===== config.mk =====
export PLATFORM = sky130hd
export DESIGN_NAME = cachepool_boot_sequencer
export DESIGN_NICKNAME = d
export VERILOG_FILES = /design/src/rtl/cachepool_boot_sequencer.sv
export SDC_FILE = /design/constraint.sdc
export NUM_CORES = 1
export LEC_CHECK = 0
export BUFFER_PORTS_ARGS = -buffer_cell sky130_fd_sc_hd__buf_4
export CAP_MARGIN = 20
export CORE_UTILIZATION = 47
export DETAILED_ROUTE_END_ITERATION = 7
export GPL_TIMING_DRIVEN = 1
export PLACE_DENSITY = 0.92
export REMOVE_ABC_BUFFERS = 1
export SETUP_SLACK_MARGIN = 0.2
export SYNTH_ARGS = -nofsm -noshare
export SYNTH_HDL_FRONTEND = slang
export SYNTH_SLANG_ARGS = --single-unit

===== constraint.sdc =====
create_clock -name clk_i -period 3.1 [get_ports clk_i]
set_input_delay 0.31 -clock clk_i [delete_from_list [all_inputs] [get_ports clk_i]]
set_output_delay 0.31 -clock clk_i [all_outputs]
set_load 0.02 [all_outputs]

===== src/rtl/cachepool_boot_sequencer.sv =====
// Boot sequencer for the CachePool cluster. It waits a settle delay, writes the entry point to BOOT_CONTROL
// over reqrsp, waits for the response, and then pulses debug_req_o. Optional macro: BOOT_SEQ_TIMEOUT_EN (response timeout).
module cachepool_boot_sequencer #(
  parameter int unsigned          AddrWidth     = 48,
  parameter int unsigned          DataWidth     = 64,
  parameter int unsigned          NumCores      = 4,
  parameter logic [AddrWidth-1:0] BootCtrlAddr  = '0,
  parameter int unsigned          BootDelay     = 1000,
  parameter int unsigned          TimeoutCycles = 256
) (
  input  logic                   clk_i,
  input  logic                   rst_ni,
  input  logic                   start_i,
  input  logic [31:0]            entry_point_i,
  output logic [AddrWidth-1:0]   q_addr_o,
  output logic [DataWidth-1:0]   q_data_o,
  output logic                   q_write_o,
  output logic [DataWidth/8-1:0] q_strb_o,
  output logic                   q_valid_o,
  input  logic                   q_ready_i,
  input  logic                   p_valid_i,
  input  logic                   p_error_i,
  output logic                   p_ready_o,
  output logic [NumCores-1:0]    debug_req_o,
  output logic                   busy_o,
  output logic                   done_o,
  output logic                   error_o
);

  // One counter serves both the settle delay and the response timeout.
  localparam int unsigned CntMax = (BootDelay > TimeoutCycles) ? BootDelay : TimeoutCycles;
  localparam int unsigned CntW   = (CntMax < 2) ? 1 : $clog2(CntMax + 1);

  typedef enum logic [2:0] {
    StIdle,
    StDelay,
    StReq,
    StRsp,
    StWake,
    StDone
  } state_e;

  state_e          state_q, state_d;
  logic [CntW-1:0] cnt_q, cnt_d;
  logic [31:0]     entry_q, entry_d;
  logic            error_q, error_d;

  always_ff @(posedge clk_i) begin
    if (!rst_ni) begin
      state_q <= StIdle;
      cnt_q   <= '0;
      entry_q <= '0;
      error_q <= 1'b0;
    end else begin
      state_q <= state_d;
      cnt_q   <= cnt_d;
      entry_q <= entry_d;
      error_q <= error_d;
    end
  end

  always_comb begin
    state_d     = state_q;
    cnt_d       = cnt_q;
    entry_d     = entry_q;
    error_d     = error_q;
    q_valid_o   = 1'b0;
    q_write_o   = 1'b0;
    q_strb_o    = '0;
    q_addr_o    = '0;
    q_data_o    = '0;
    p_ready_o   = 1'b0;
    debug_req_o = '0;

    unique case (state_q)
      StIdle, StDone: begin
        if (start_i) begin
          entry_d = entry_point_i;
          error_d = 1'b0;
          cnt_d   = CntW'(BootDelay);
          state_d = (BootDelay == 0) ? StReq : StDelay;
        end
      end
      StDelay: begin
        cnt_d = cnt_q - 1'b1;
        if (cnt_q <= CntW'(1)) state_d = StReq;
      end
      StReq: begin
        // Request fields depend only on state and the latched entry point, so they stay stable until handshake.
        q_valid_o = 1'b1;
        q_write_o = 1'b1;
        q_strb_o  = '1;
        q_addr_o  = BootCtrlAddr;
        q_data_o  = DataWidth'(entry_q);
        if (q_ready_i) begin
          state_d = StRsp;
`ifdef BOOT_SEQ_TIMEOUT_EN
          cnt_d   = CntW'(TimeoutCycles);
`endif
        end
      end
      StRsp: begin
        p_ready_o = 1'b1;
        if (p_valid_i) begin
          if (p_error_i) begin
            error_d = 1'b1;
            state_d = StDone;
          end else begin
            state_d = StWake;
          end
        end
`ifdef BOOT_SEQ_TIMEOUT_EN
        else if (cnt_q <= CntW'(1)) begin
          error_d = 1'b1;
          state_d = StDone;
        end else begin
          cnt_d = cnt_q - 1'b1;
        end
`endif
      end
      StWake: begin
        debug_req_o = '1;
        state_d     = StDone;
      end
      default: state_d = StIdle;
    endcase
  end

  assign busy_o  = (state_q == StDelay) || (state_q == StReq) ||
                   (state_q == StRsp)   || (state_q == StWake);
  assign done_o  = (state_q == StDone);
  assign error_o = error_q;

endmodule

======== Yosys cells after proc, flatten, opt, wreduce, memory -nomap -nowiden ========
Index checks and enable logic that the tools add are counted.
W data, S select, Z words.
storage, ports and cells
  register bits ........................... 46
  latch bits .............................. 0
  bits in writable memories ............... 0
  bits in read-only memories .............. 0
  bits of input ports ..................... 38
  output and inout bits ................... 130
  word-level logic and storage cells ...... 44
  memories kept ........................... 0
operators by class
  add/sub/neg operators ................... 1
  multiply operators ...................... 0
  divide/modulo/power cells ............... 0
  magnitude comparators ................... 1
  eq/ne operators ......................... 10
  shift-type cells ........................ 0
  muxes and demuxes ....................... 17
  bitwise operators ....................... 0
  reductions and logical operators ........ 11
operators by type and width
  operator                 count
  $mux W32                 1
  $pmux W10 S2             1
  $pmux W3 S5              1
  $mux W3                  4
  $le A10 B1 Y1 const B    1
  $mux W10                 1
  $ne A2 B2 Y1 const B     5
  $sub A10 B1 Y10 const B  1
  $mux W8                  1
  $reduce_and A4 Y1        2
  $eq A3 B2 Y1 const B     2
  $eq A3 B3 Y1 const B     2
  $mux W1                  6
  $mux W4                  1
  $reduce_and A2 Y1        2
  $reduce_bool A2 Y1       2
  $eq A3 B1 Y1 const B     1
  $logic_not A3 Y1         1
  $logic_or A1 B1 Y1       3
  $pmux W1 S2              1
  $reduce_or A2 Y1         1

======== Longest topological paths before layout ========
  depth after elaboration ................. 4
  depth in mapped cells ................... 7
  mapped depth without buffers ............ 5

======== Worst setup path after synthesis ========
Ideal clock, no wire load.
  path type ............................... reg-to-output
  from .................................... register state_q[1]
  to ...................................... output q_data_o[21]
  data arrival time ....................... 1.616 ns
  data required time ...................... 2.790 ns
  path slack .............................. 1.174 ns
  cell stages (with the launch flop) ...... 6
  buffers on the path ..................... 2
  cells stage by stage .................... dfxtp_1 -> buf_2 -> nand2_1 -> nor2_1 -> clkbuf_1 -> and2_1
on the way
  longest elaborated chain between the ends .. 2
RTL lines
  item                    RTL line  source
  from (decl)             43        state_e state_q, state_d;
  from (signal assigned)  50        state_q <= StIdle;
  from (signal assigned)  55        state_q <= state_d;
  $eq A3 B2 Y1            75        unique case (state_q)
  $mux W32                75
  to (decl)               16        output logic [DataWidth-1:0] q_data_o,
No other way between the ends.

======== Worst setup path in the final report ========
  from .................................... register state_q[2]
  to ...................................... output q_data_o[30]
The elaborated chain is that of the path after synthesis.

==> flow_metrics.env <==
export IMPL_drtIter0Drc=97
export IMPL_final_instance_count_excl_fill=503
export IMPL_timing_rr_start="state_q[0]"
export IMPL_fin_util=0.581
export IMPL_cts_root_buf="clkbuf_8"
export IMPL_drc=0
export IMPL_max_freq_mhz=488
export IMPL_final_area_sq_um=3260
export IMPL_power_mw=1.60
export IMPL_fillers=498
export IMPL_synth_top_area_share=0.329
export IMPL_route_detailed_wl_per_inst_um=11.2
export IMPL_yosys_area_top_type="dfxtp_1"
export IMPL_routed_wirelength_um=5610
export IMPL_via_per_inst=4.50
export IMPL_powerDensity_nw_per_um2=492
export IMPL_synth_edf_count=0
export IMPL_hold_ws_ns=0.250
export IMPL_hold_start="entry_point_i[24]"
export IMPL_io_buffers=87
export IMPL_synth_common_cells="buf_4 (92), nand2_1 (68), dfxtp_1 (46)"
export IMPL_row_count=27
export IMPL_reg2reg_to="entry_q[19]"
export IMPL_fin_crit_sh=0.662
export IMPL_dp_final_hpwl_um=4190
export IMPL_clkTransAtPathRegs_ns=0.09
export IMPL_vias=2262
export IMPL_crit_arrival_ns=1.74
export IMPL_ys_seq_area_frac=0.329
export IMPL_numCtsBuffers=5
export IMPL_worst_slew_pin_slew_ns=0.550
export IMPL_die_y_um=79.2
export IMPL_die_w_um=79.2
export IMPL_grt_max_degree=43
export IMPL_antenna_found_initial=0
export IMPL_period_needed_ns=2.05
export IMPL_end_kind="output pin"
export IMPL_peakVddDrop_mv=0.339
export IMPL_status="finished, final reports clean"
export IMPL_gp_congestion=0.749
export IMPL_placed_cell_area_sq_um=3090
export IMPL_initial_utilization=0.499
export IMPL_ys_types=41
export IMPL_yosysWarnings=0
export IMPL_worstSetupPathType="reg -> out"
export IMPL_ys_ff_latch=46
export IMPL_r2r_worst_path_cells=5
export IMPL_postSynthAreaPerCell_sq_um=7.69
export IMPL_htreeDepth=2
export IMPL_finalHoldViolCount=0
export IMPL_finalSetupViolCount=0
export IMPL_holdPathEnd="entry_q[24]"
export IMPL_cts_tree="built"
export IMPL_leakage_nw=1.58
export IMPL_n_antenna_cell=0
export IMPL_critPathMaxStageDelay_ns=0.55
export IMPL_postRouteAntennaNets=0
export IMPL_area_delta_synth_final_pct=16.4
export IMPL_hold_buffers=0
export IMPL_grt_pass1_vias=1925
export IMPL_drive_above_1_share=0.251
export IMPL_async_reset_ff_frac=0
export IMPL_dr_pass1_iters=4
export IMPL_max_slew_margin=0.632
export IMPL_report_final_slew_viol_count=0
export IMPL_holdPathStages=3
export IMPL_die_area_sq_um=6260
export IMPL_cts_path_max_buffers=2
export IMPL_path_max_fanout=42
export IMPL_nets=470
export IMPL_syn_area_sq_um=2800
export IMPL_worstPathRequired_ns=2.79
export IMPL_dpl_cell_count=494
export IMPL_grt_overflow=0
export IMPL_io_pins=168
export IMPL_path_cells="inv_1 -> nand2_1 -> nor2_2 -> buf_4 -> and2_1 -> buf_4"
export IMPL_cp_common_cell="buf_4"
export IMPL_grt_pass1_wl_um=8440
export IMPL_r2r_slack_ns=1.13
export IMPL_cts_sinks=46
export IMPL_start_kind="register"
export IMPL_hp_class="in -> reg"
export IMPL_cts_setup_buffers=0
export IMPL_slowest_stage="dfxtp_1"
export IMPL_skew_ns=0.00770
export IMPL_clock_latency_ns=0.30
export IMPL_syn_inst=364
export IMPL_synth_ff_type="dfxtp_1"
export IMPL_track_usage=0.170
export IMPL_drv_cap=0
export IMPL_rsz0062_at_grt="false"
export IMPL_synth_area_top_cells="dfxtp_1 (33%), buf_4 (25%), nand2_1 (9.1%), and2_1 (7.4%), a21oi_1 (6.8%)"
export IMPL_cts_resized_gates=0
export IMPL_core_sq_um=5610
export IMPL_synth_most_common_cell="buf_4"
-- worst max-delay path, delay by kind of cell (launching register included) --
| kind | cells | cell delay [ns] |
|---|---|---|
| AND/OR/NAND/NOR | 3 | 0.37 |
| buffers and inverters | 3 | 0.52 |
| flip-flops | 1 | 0.55 |
-- worst max path at each step --
stage / start / endpoint / slack [ns] / depth (start not counted)
2_1_floorplan: state_q[1] / q_data_o[0] / -1.36 / 3
3_5_place_dp: state_q[0] / entry_q[19] / 1.10 / 5
4_1_cts: state_q[1] / q_data_o[19] / 1.07 / 5
3_3_place_gp: state_q[0] / entry_q[11] / 1.24 / 5
5_1_grt: state_q[0] / entry_q[19] / 0.86 / 5
6_report: state_q[2] / q_data_o[30] / 1.05 / 6
-- state kept, by name (all words and copies together) (netlist names) --
signal   flops
cnt_q       10
entry_q     32
error_o      1
state_q      3
-- cell type report --
class / instances / area [sq um] / area share
repair buffers: 91 / 703 / 0.216
flip-flops and latches: 46 / 921 / 0.283
clock inverters: 3 / 68.8 / 0.0211
inverters: 8 / 30.0 / 0.00922
well taps: 72 / 90.1 / 0.0277
multi-input cells: 278 / 1370 / 0.422
clock buffers: 5 / 68.8 / 0.0211
-- metal layers --
layer,routed length [um],track usage
met1,2120,0.186
met2,3000,0.316
met3,374,0.0345
met4,109,0.0709
met5,0,0
-- through the flow --
stage	TNS [ns]	setup WS (ns)
finish	0	1.05
global route	0	0.863
CTS	0	1.07
detailed placement	0	1.10
global placement	0	1.24
floorplan	-51.87	-1.36
-- kinds of logic (layout without fill, tap and decap cells) --
family | Yosys count | in the layout | synth area share
buf+inv | 119 | 107 | 0.288
other cells | 1 | 80 | 0.00134
flops | 46 | 46 | 0.329
fa+ha+maj | 2 | 2 | 0.00894
simple gates | 138 | 138 | 0.250
xor+xnor | 3 | 3 | 0.00939
compound gates | 55 | 55 | 0.114
-- layout by cell type (no fill, tap or decap), drive strengths merged, types with 3 or more instances in the layout --
master,n
nor3,3
buf,91
inv,8
and2,33
a211oi,4
nand2b,3
nor2,16
nand2,68
a21oi,38
conb,80
o21a,3
clkbuf,5
dfxtp,46
-- power breakdown --
part	leakage, nW	switching (mW)	internal, mW
Sequential	0.378	0.0474	0.646
Clock	0.0683	0.203	0.323
Combinational	1.14	0.248	0.134
Total	1.58	0.498	1.10
Power figures use the tool's default switching activity.
